### src/rtl/rom_arb_pkg.sv
// Shared types and constants for the two-port ROM access arbiter.
package rom_arb_pkg;
  localparam int NUM_REQ     = 2;
  localparam int PORT_IFETCH = 0;
  localparam int PORT_LOAD   = 1;

  typedef enum logic [1:0] {ST_IDLE, ST_WAIT, ST_RESP} state_t;

  function automatic logic [NUM_REQ-1:0] port_onehot(input logic idx);
    logic [NUM_REQ-1:0] oh;
    oh = '0;
    oh[idx] = 1'b1;
    return oh;
  endfunction
endpackage

### src/rtl/rom_access_arbiter_if.sv
// Requester handshake and ROM-side bus of the arbiter; slave = arbiter view.
interface rom_access_arbiter_if #(
  parameter int DATA_WIDTH = 16,
  parameter int ADDR_WIDTH = 8
);
  import rom_arb_pkg::*;

  logic [NUM_REQ-1:0]            req_valid;
  logic [NUM_REQ-1:0]            req_ready;
  logic [NUM_REQ*ADDR_WIDTH-1:0] req_addr;
  logic [NUM_REQ-1:0]            rsp_valid;
  logic [NUM_REQ-1:0]            rsp_ready;
  logic [DATA_WIDTH-1:0]         rsp_data;
  logic                          rsp_error;
  logic                          rom_en;
  logic [ADDR_WIDTH-1:0]         rom_address;
  logic [DATA_WIDTH-1:0]         rom_data;
  logic                          rom_error;

  modport slave (
    input  req_valid, req_addr, rsp_ready, rom_data, rom_error,
    output req_ready, rsp_valid, rsp_data, rsp_error, rom_en, rom_address
  );

  modport master (
    output req_valid, req_addr, rsp_ready, rom_data, rom_error,
    input  req_ready, rsp_valid, rsp_data, rsp_error, rom_en, rom_address
  );
endinterface

### src/rtl/rom_rr_pick.sv
// Two-way round-robin pick: the priority port wins if valid, otherwise the other one.
module rom_rr_pick
  import rom_arb_pkg::*;
(
  input  logic [NUM_REQ-1:0] req_valid,
  input  logic               rr_prio,
  output logic [NUM_REQ-1:0] grant,
  output logic               grant_idx
);
  always_comb begin
    grant_idx = req_valid[rr_prio] ? rr_prio : ~rr_prio;
    grant     = (|req_valid) ? port_onehot(grant_idx) : '0;
  end
endmodule

### src/rtl/rom_access_arbiter.sv
// Shares one ROM between instruction fetch and data load: round-robin grant,
// one access in flight, fixed-latency wait, response held until accepted.
module rom_access_arbiter
  import rom_arb_pkg::*;
#(
  parameter int DATA_WIDTH  = 16,
  parameter int ADDR_WIDTH  = 8,
  parameter int ROM_DEPTH   = 256,
  parameter int ROM_LATENCY = 1
) (
  input  logic                 clk,
  input  logic                 rst_n,
  rom_access_arbiter_if.slave  bus,
  output logic                 busy
);
  localparam int CNT_W = (ROM_LATENCY > 1) ? $clog2(ROM_LATENCY) : 1;
  localparam logic [CNT_W-1:0] CNT_INIT = CNT_W'(ROM_LATENCY - 1);
  // A full-depth ROM has no invalid addresses, so the compare folds away.
  localparam bit RANGE_CHK = ROM_DEPTH < (2 ** ADDR_WIDTH);
  localparam logic [ADDR_WIDTH:0] DEPTH_LIM = (ADDR_WIDTH + 1)'(ROM_DEPTH);

  state_t                state, state_d;
  logic                  rr_prio, rr_d;
  logic                  gidx, gidx_d;
  logic                  rom_en_q, rom_en_d;
  logic [ADDR_WIDTH-1:0] addr_q, addr_d;
  logic [CNT_W-1:0]      cnt, cnt_d;
  logic [DATA_WIDTH-1:0] data_q, data_d;
  logic                  err_q, err_d;
  logic [NUM_REQ-1:0]    pick_grant, req_ready, rsp_valid;
  logic                  pick_idx, oor;
  logic [ADDR_WIDTH-1:0] sel_addr;

  rom_rr_pick u_pick (
    .req_valid (bus.req_valid),
    .rr_prio   (rr_prio),
    .grant     (pick_grant),
    .grant_idx (pick_idx)
  );

  assign sel_addr = pick_idx ? bus.req_addr[NUM_REQ*ADDR_WIDTH-1:ADDR_WIDTH]
                             : bus.req_addr[ADDR_WIDTH-1:0];
  assign oor = RANGE_CHK && ({1'b0, sel_addr} >= DEPTH_LIM);

  always_comb begin
    state_d   = state;
    rr_d      = rr_prio;
    gidx_d    = gidx;
    rom_en_d  = rom_en_q;
    addr_d    = addr_q;
    cnt_d     = cnt;
    data_d    = data_q;
    err_d     = err_q;
    req_ready = '0;
    rsp_valid = '0;
    unique case (state)
      ST_IDLE: if (|bus.req_valid) begin
        req_ready = pick_grant;
        gidx_d    = pick_idx;
        if (oor) begin
          data_d  = '0;
          err_d   = 1'b1;
          state_d = ST_RESP;
        end else begin
          addr_d   = sel_addr;
          rom_en_d = 1'b1;
          cnt_d    = CNT_INIT;
          state_d  = ST_WAIT;
        end
      end
      ST_WAIT: if (cnt == '0) begin
        data_d   = bus.rom_data;
        err_d    = bus.rom_error;
        rom_en_d = 1'b0;
        state_d  = ST_RESP;
      end else begin
        cnt_d = cnt - 1'b1;
      end
      ST_RESP: begin
        rsp_valid = port_onehot(gidx);
        if (bus.rsp_ready[gidx]) begin
          rr_d    = ~gidx;
          state_d = ST_IDLE;
        end
      end
      default: state_d = ST_IDLE;
    endcase
  end

  always_ff @(posedge clk or negedge rst_n) begin
    if (!rst_n) begin
      state    <= ST_IDLE;
      rr_prio  <= 1'(PORT_IFETCH);
      gidx     <= 1'b0;
      rom_en_q <= 1'b0;
      addr_q   <= '0;
      cnt      <= '0;
      data_q   <= '0;
      err_q    <= 1'b0;
    end else begin
      state    <= state_d;
      rr_prio  <= rr_d;
      gidx     <= gidx_d;
      rom_en_q <= rom_en_d;
      addr_q   <= addr_d;
      cnt      <= cnt_d;
      data_q   <= data_d;
      err_q    <= err_d;
    end
  end

  assign bus.req_ready   = req_ready;
  assign bus.rsp_valid   = rsp_valid;
  assign bus.rsp_data    = data_q;
  assign bus.rsp_error   = err_q;
  assign bus.rom_en      = rom_en_q;
  assign bus.rom_address = addr_q;
  assign busy            = (state != ST_IDLE);
endmodule

### src/flat_wrapper.sv
// flat-port wrapper written by rule: the top's interface ports become plain ports
module rom_access_arbiter_flat import rom_arb_pkg::*;
#(
  parameter int DATA_WIDTH  = 16,
  parameter int ADDR_WIDTH  = 8,
  parameter int ROM_DEPTH   = 256,
  parameter int ROM_LATENCY = 1
)
  (clk, rst_n, busy, bus_req_valid, bus_req_addr, bus_rsp_ready, bus_rom_data, bus_rom_error, bus_req_ready, bus_rsp_valid, bus_rsp_data, bus_rsp_error, bus_rom_en, bus_rom_address);
  rom_access_arbiter_if #(.DATA_WIDTH(DATA_WIDTH), .ADDR_WIDTH(ADDR_WIDTH)) bus_i ();
  input  logic clk;
  input  logic rst_n;
  output logic busy;
  input wire logic [$bits(bus_i.req_valid)-1:0] bus_req_valid;
  input wire logic [$bits(bus_i.req_addr)-1:0] bus_req_addr;
  input wire logic [$bits(bus_i.rsp_ready)-1:0] bus_rsp_ready;
  input wire logic [$bits(bus_i.rom_data)-1:0] bus_rom_data;
  input wire logic [$bits(bus_i.rom_error)-1:0] bus_rom_error;
  output wire logic [$bits(bus_i.req_ready)-1:0] bus_req_ready;
  output wire logic [$bits(bus_i.rsp_valid)-1:0] bus_rsp_valid;
  output wire logic [$bits(bus_i.rsp_data)-1:0] bus_rsp_data;
  output wire logic [$bits(bus_i.rsp_error)-1:0] bus_rsp_error;
  output wire logic [$bits(bus_i.rom_en)-1:0] bus_rom_en;
  output wire logic [$bits(bus_i.rom_address)-1:0] bus_rom_address;
  assign bus_i.req_valid = bus_req_valid;
  assign bus_i.req_addr = bus_req_addr;
  assign bus_i.rsp_ready = bus_rsp_ready;
  assign bus_i.rom_data = bus_rom_data;
  assign bus_i.rom_error = bus_rom_error;
  assign bus_req_ready = bus_i.req_ready;
  assign bus_rsp_valid = bus_i.rsp_valid;
  assign bus_rsp_data = bus_i.rsp_data;
  assign bus_rsp_error = bus_i.rsp_error;
  assign bus_rom_en = bus_i.rom_en;
  assign bus_rom_address = bus_i.rom_address;
  rom_access_arbiter #(.DATA_WIDTH(DATA_WIDTH), .ADDR_WIDTH(ADDR_WIDTH), .ROM_DEPTH(ROM_DEPTH), .ROM_LATENCY(ROM_LATENCY)) u_core (.clk(clk), .rst_n(rst_n), .bus(bus_i), .busy(busy));
endmodule
### config.mk
export PLATFORM = sky130hd
export DESIGN_NAME = rom_access_arbiter_flat
export DESIGN_NICKNAME = d
export VERILOG_FILES = /design/src/rtl/rom_arb_pkg.sv /design/src/rtl/rom_access_arbiter_if.sv /design/src/rtl/rom_rr_pick.sv /design/src/rtl/rom_access_arbiter.sv /design/src/flat_wrapper.sv
export SDC_FILE = /design/constraint.sdc
export NUM_CORES = 1
export LEC_CHECK = 0
export ABC_AREA = 0
export CORE_MARGIN = 3
export CORE_UTILIZATION = 32
export DETAILED_ROUTE_END_ITERATION = 8
export GPL_TIMING_DRIVEN = 0
export PLACE_DENSITY = 0.75
export SYNTH_ARGS = -nofsm -noshare
export SYNTH_HDL_FRONTEND = slang
export SYNTH_SLANG_ARGS = --single-unit
### constraint.sdc
create_clock -name clk -period 2.85 [get_ports clk]
set_input_delay 0.57 -clock clk [delete_from_list [all_inputs] [get_ports clk]]
set_output_delay 0.57 -clock clk [all_outputs]
set_load 0.02 [all_outputs]
==> run summary <==
Clock-pin slew reported for the worst setup and hold paths after clock tree synthesis: 70 ps
R2R Path End: u_core.gidx
Pins over their slew limit: 0
Net switching power: 990.1 uW
Number of clock buffers inserted by TritonCTS: 5
Required time of the critical path: 2280 ps
Clock network fraction of design power: 0.197
Number of resized instances in the post-cts repair step: 2
Yosys cell types: 25
Area growth from synthesis to layout: 65.93%
Clock Sink Count: 30
Actual slew at the worst max-slew pin: 672.3 ps
Total design power: 2.718 mW
TNS Setup: 0 ps
Worst slack at placement: -105.3 ps
Global placement routability congestion: 0.7833
Initial DRC count: 64
Core area: 3854 um^2
Reported max-cap violation count: 0
Worst clock skew: 11.78 ps
Final Cycle Share: 0.9046
Unrepaired setup endpoints after global routing: no
Antenna cells: 0
Area leader, netlist: sky130_fd_sc_hd__dfrtp_1
Final #Nets: 227
Sequential group share of total power: 0.292
Number of hold violations in the final report: 0
Clk Tree Root Cell: sky130_fd_sc_hd__clkbuf_8
Maximum frequency from static timing analysis: 387.9 MHz
Critical path peak fanout: 9
Length of the first detailed-routing pass in iterations: 4
Result of the run: finished, final reports clean
Grt ovf: 0
Fraction of layout cells with a size suffix above 1: 0.1429
Net Sw Frac: 0.3643
Total power per unit cell area: 1212 nW/um^2
Commonest non-fill, non-tap cells in the layout: sky130_fd_sc_hd__clkdlybuf4s50_1 (66), sky130_fd_sc_hd__dfrtp_1 (30)
Die width: 70.99 um
Starting density of the core: 0.3506
Wire length of the first global-routing pass: 6.361 mm
Detail Placement HPWL: 2.729 mm
Share of power burned in combinational logic: 0.511
Mean cell area of the mapped netlist: 12.07 um^2
Most common cell after layout, fill and taps aside: sky130_fd_sc_hd__clkdlybuf4s50_1
Classification of the worst setup path: primary input to output port
DRC errors left: 0
Synthesis Warnings: 0
Worst-case register-to-register setup slack: 1390 ps
Number of flip-flops and latches in the synthesized netlist: 30
Number of global-route vias before repair: 1261
CTS tree: built
Total Die Area: 5039 um^2
Worst relative slew slack: 0.5518
Height of the die: 70.99 um
Post-synth top area share: 0.5556
Min Tclk post-route: 2578 ps
VDD IR max: 0.6283 mV
DRT Wirelength: 3.763 mm
Longest Clk Path Bufs: 2
Internal power summed over all cells: 1.728 mW
Top-level I/O count: 70
Total setup violations reported at the end of the flow: 0
Summed instance area of the synthesized netlist: 1351 um^2
I/O Buffers: 69
Data arrival time at the worst-slack endpoint: 2010 ps
Top area cells in the synthesized netlist: sky130_fd_sc_hd__dfrtp_1 (56%), sky130_fd_sc_hd__mux2_4 (10%), sky130_fd_sc_hd__mux2_1 (7.5%)
Maximum number of pins on one net before global-route repair: 31
Type of destination of the critical path: output port
Net count of the mapped netlist: 151
Post-Synthesis Cells: 112
Type of element launching the critical path: primary input
Remaining antenna violation count: 0
Average wire length per cell after detail routing: 15.88 um
CTS Hold Buffers Added: 0
Number of antenna violations at the first check in global routing: 0
Worst flop-to-flop path startpoint: u_core.state[1]
Register-to-Register Path Depth: 4
H-tree depth: 2
Worst Hold Class: primary input to async pin
Global router's overall resource usage: 0.1622
Rows: 22
Cell leakage power: 0.9588 nW
Proportion of synthesized chip area in sequential cells: 0.5556
Final WS setup: 271.8 ps
Post-CTS Setup Inserts: 0
Via-to-Cell Ratio: 5.059
Skew-Pair Late Insertion Delay: 280 ps
Total via count in the routed design: 1199
-- area by class of cell --
cell class	instances	area [um^2]
Fill cell	319	1612
Sequential cell	30	750.7
Timing Repair Buffer	69	686.9
Multi-Input combinational cell	71	546.8
Clock buffer	6	82.58
Clock inverter	2	60.06
Tap cell	48	60.06
Buffer	6	33.78
Inverter	5	21.27
-- worst max-delay path, stage by stage --
cell	delay [ps]
sky130_fd_sc_hd__clkdlybuf4s50_1	510
sky130_fd_sc_hd__or2_1	110
sky130_fd_sc_hd__buf_2	220
sky130_fd_sc_hd__nand2_4	90
sky130_fd_sc_hd__nor3_1	140
sky130_fd_sc_hd__dlygate4sd2_1	380
-- cell families after synthesis --
| family | Yosys count | synth area share |
|---|---|---|
| compound gates | 30 | 0.1213 |
| buf+inv | 11 | 0.03981 |
| flops | 30 | 0.5556 |
| mux | 18 | 0.1750 |
| simple gates | 23 | 0.1083 |
-- power groups by stage --
stage | Clock, mW | Combinational, mW | Sequential (mW)
after CTS | 0.548 | 1.41 | 0.796
after global routing | 0.575 | 1.48 | 0.827
final | 0.536 | 1.39 | 0.793
after global placement | 0 | 1.38 | 0.784
after detailed placement | 0 | 1.41 | 0.796
after floorplan | 0 | 0.559 | 1.01
-- Yosys cell counts, drive strengths merged --
master / number
nand3: 8
nand2b: 3
clkbuf: 2
nor2b: 2
and3: 1
nor2: 6
nand2: 1
o21ai: 11
o21bai: 1
buf: 4
dfrtp: 30
nor3: 1
or2: 1
inv: 5
a31oi: 9
a21oi: 9
mux2: 18
-- through the flow --
| step | util | area [um^2] | std cells | hold WS (ps) |
|---|---|---|---|---|
| after global placement | 0.5455 | 2102 | 229 | 467.0 |
| after detailed placement | 0.5455 | 2102 | 229 | 483.0 |
| after global routing | 0.5818 | 2242 | 237 | 359.9 |
| after floorplan | - | 1351 | 112 | 274.4 |
| after CTS | 0.5825 | 2245 | 237 | 498.2 |
| final | 0.5818 | 2242 | 237 | 309.9 |
-- worst max path at each step --
stage                     startpoint               end  slack (ps)
finish              bus_req_valid[0]  bus_req_ready[1]         270
global route        bus_req_valid[0]  bus_req_ready[1]         180
CTS                 bus_req_valid[0]  bus_req_ready[0]           2
detailed placement  bus_req_valid[0]  bus_req_ready[0]        -110
global placement    bus_req_valid[0]  bus_req_ready[0]         -70
floorplan           bus_req_valid[1]  bus_req_ready[1]         910
-- sequential cells by signal, indices dropped and copies added, names as in the netlist --
| signal | cells |
|---|---|
| u_core.bus.rom_en | 1 |
| u_core.state | 2 |
| u_core.rr_prio | 1 |
| u_core.bus.rsp_data | 16 |
| u_core.bus.rom_address | 8 |
| u_core.bus.rsp_error | 1 |
| u_core.gidx | 1 |
-- layer usage --
layer  part of all wire  routed length (um)  vias to the layer above  GRT usage
li1                   -                   -                      549          -
met3              0.064                 239                        8    0.05114
met2               0.52                1965                       47     0.2729
met1               0.39                1471                      595     0.1920
met4              0.023                  87                        0    0.06472
met5                  0                   0                        -          0
(Power assumes the default switching activity.)
==> edit: new RTL, same settings <==
Encoding of `state_t`: now one-hot (3 bits for 3 states).
--- a/src/rtl/rom_arb_pkg.sv
+++ b/src/rtl/rom_arb_pkg.sv
@@ -4,7 +4,7 @@
   localparam int PORT_IFETCH = 0;
   localparam int PORT_LOAD   = 1;
 
-  typedef enum logic [1:0] {ST_IDLE, ST_WAIT, ST_RESP} state_t;
+  typedef enum logic [2:0] {ST_IDLE = 3'b001, ST_WAIT = 3'b010, ST_RESP = 3'b100} state_t;
 
   function automatic logic [NUM_REQ-1:0] port_onehot(input logic idx);
     logic [NUM_REQ-1:0] oh;
Behaviour: no difference found for any inputs over 10 cycles, from zero or initial values and one cycle with rst_n low; not proved beyond that.
==> edit against the unedited design <==
  * Area after synthesis is 5.3% higher
  * Via count down 6.2%
  * Sequential cell count grew 1
  * Hold slack better by 0.015 ns
  * Register-to-register slack lost 0.05 ns
  * Combinational power shrank 5%
  * Synthesized cell count increased by 1.8%
  * Wire length fell by 17%
  * Setup slack better by 0.093 ns
  * Clock power shrank 31%
  * Final area rose by 1.5%
  * Die area up 4.8%
  * Power down 8.9%
==> edit: results (changes against the unedited design) <==
Outcome
  – Outcome: finished, final reports clean (unchanged)

Logic synthesis
  – Commonest cells post-synth: dfrtp_1 (30), a21oi_1 (12), mux2_4 (10) (was dfrtp_1 (30), a21oi_1 (9), a31oi_1 (9), mux2_1 (9), mux2_4 (9))
  – Avg Inst Size Synth: 12.5 um^2 (was 12.1 um^2)
  – Netlist cell types: 27 (was 25)
  – Area contributors post-synth: dfrtp_1 (53%), mux2_4 (11%), mux2_2 (6.3%) (was dfrtp_1 (56%), mux2_4 (10%), mux2_1 (7.5%))
  – Sequential-to-total area share from yosys stat: 54.6% (was 55.6%)
  – Synth Net Count: 153 (was 151)
  – Yosys warning total: 0 (unchanged)
  – Asr flop ratio synth: 100% (unchanged)

Timing
  – Tightest Pin Transition: 0.668 ns (was 0.672 ns)
  – Clock skew: 0.00300 ns (was 0.0118 ns)

GRT
  – GRT Util Overall: 12.8% (was 16.2%)
  – Pin count of the biggest net entering global routing: 32 (was 31)
  – Vias in the first global route: 1194 (was 1261)
  – Remaining global-route overflow: 0 (unchanged)
  – Initial antenna violation count: 0 (unchanged)
  – Global-route wire length before repair: 5220 um (was 6360 um)

Route
  – DR pass1 iterations: 4 (unchanged)
  – Routed vias: 1125 (was 1199)
  – Initial DRC Count: 52 (was 64)
  – Vias/cell: 4.67 (was 5.06)
  – Routed WL per cell: 13.0 um (was 15.9 um)

Placed design
  – Placed Cells: 233 (was 229)
  – Final HPWL DP: 2490 um (was 2730 um)
  – GP Congestion: 0.783 (about the same)
  – Port-buffer cells: 69 (unchanged)
  – Setup WS pre-CTS: 0.0542 ns (was -0.105 ns)

Pwr
  – Leakage: 0.963 nW (was 0.959 nW)
  – Peak supply drop: 0.346 mV (was 0.628 mV)

Worst setup path
  – Critical path data arrival time: 1.92 ns (was 2.01 ns)
  – Critical path's largest stage delay: 0.57 ns (was 0.51 ns)
  – Critical path peak fanout: 10 (was 9)
  – Top delay family on crit path: buffers and inverters (unchanged)
  – CP max-delay cell: dfstp_2 (was clkdlybuf4s50_1)

Cells and area
  – # diodes: 0 (unchanged)
  – Max reg flops: 16 (unchanged)
  – Fillers: 377 (was 319)
  – Fraction of layout cells with a size suffix above 1: 19.4% (was 14.3%)

CTS
  – Clk slew on worst S/H paths: roughly 0.060 ns
  – Skew-Pair Late Insertion Delay: around 0.27 ns
  – Inserted Clock Buffers: 5 (unchanged)
  – CTS Buffer Depth: 2 (unchanged)
  – H-tree levels: 2 (unchanged)
  – Clk root buf: clkbuf_8 (unchanged)

Min path
  – Hold Crit Class: in2async (unchanged)
-- edit: changes by cell type in the layout (fill, tap and decap cells not counted), sizes merged, moves of 2 or more --
cell    before  now
a21oi        9   12
and2         0    2
buf          5    7
bufinv       2    0
inv          5    2
nand2        1    4
nand2b       3    0
nor2         6    4
nor3b        0    3
o21ai       11    8
-- edit: final timing paths --
kind                            cells after the start  slack (ns)               from                   endpoint
worst max-delay path                                4        0.36    u_core.state[0]                       busy
worst min-delay path                                1        0.32              rst_n                u_core.gidx
worst max register to register                      4        1.34    u_core.state[0]                u_core.gidx
worst min register to register                      2        0.50  u_core.bus.rom_en          u_core.bus.rom_en
max in group asynchronous                           1        2.09              rst_n  u_core.bus.rom_address[2]
min in group clk                                    2        0.50  u_core.bus.rom_en          u_core.bus.rom_en
-- edit: kinds of logic (layout without fill, tap and decap cells) --
group | after synthesis | in the layout | share of synthesized area [%]
flops | 31 | 31 | 54.6
compound gates | 30 | 30 | 11.7
simple gates | 26 | 26 | 10.8
mux | 19 | 19 | 17.6
buf+inv | 8 | 85 | 5.28
-- edit: layout make-up --
type / instances / share of cell area, %
Timing Repair Buffer: 69 / 30.3
Sequential cell: 31 / 34.1
Buffer: 6 / 2.75
Clock buffer: 8 / 4.40
Inverter: 2 / 0.550
Multi-Input combinational cell: 75 / 25.1
Tap cell: 50 / 2.75
-- edit: layer usage --
layer / track usage [%] / share of wire [%]
met2: 20.2 / 43
met4: 3.69 / 0.83
met1: 14.4 / 41
met5: 0 / 0
met3: 8.13 / 15
-- edit: stage by stage --
stage / utilization (%) / area, um^2
3_3_place_gp: 52.5 / 2180
2_1_floorplan: - / 1420
4_1_cts: 54.9 / 2280
5_1_grt: 54.9 / 2280
3_5_place_dp: 52.5 / 2180
6_report: 54.9 / 2280
-- edit: repair_timing --
item	in CTS	in global routing
endpoints found under the setup margin	0	2
buffers inserted	0	0
gates resized for setup	0	2
-- edit: report_power, final --
part	total (W)	internal [W]	switching, W	leakage (nW)
Sequential	0.000791	0.000664	0.000127	0.359
Clock	0.000371	0.000220	0.000151	0.0515
Combinational	0.00132	0.000718	0.000598	0.552
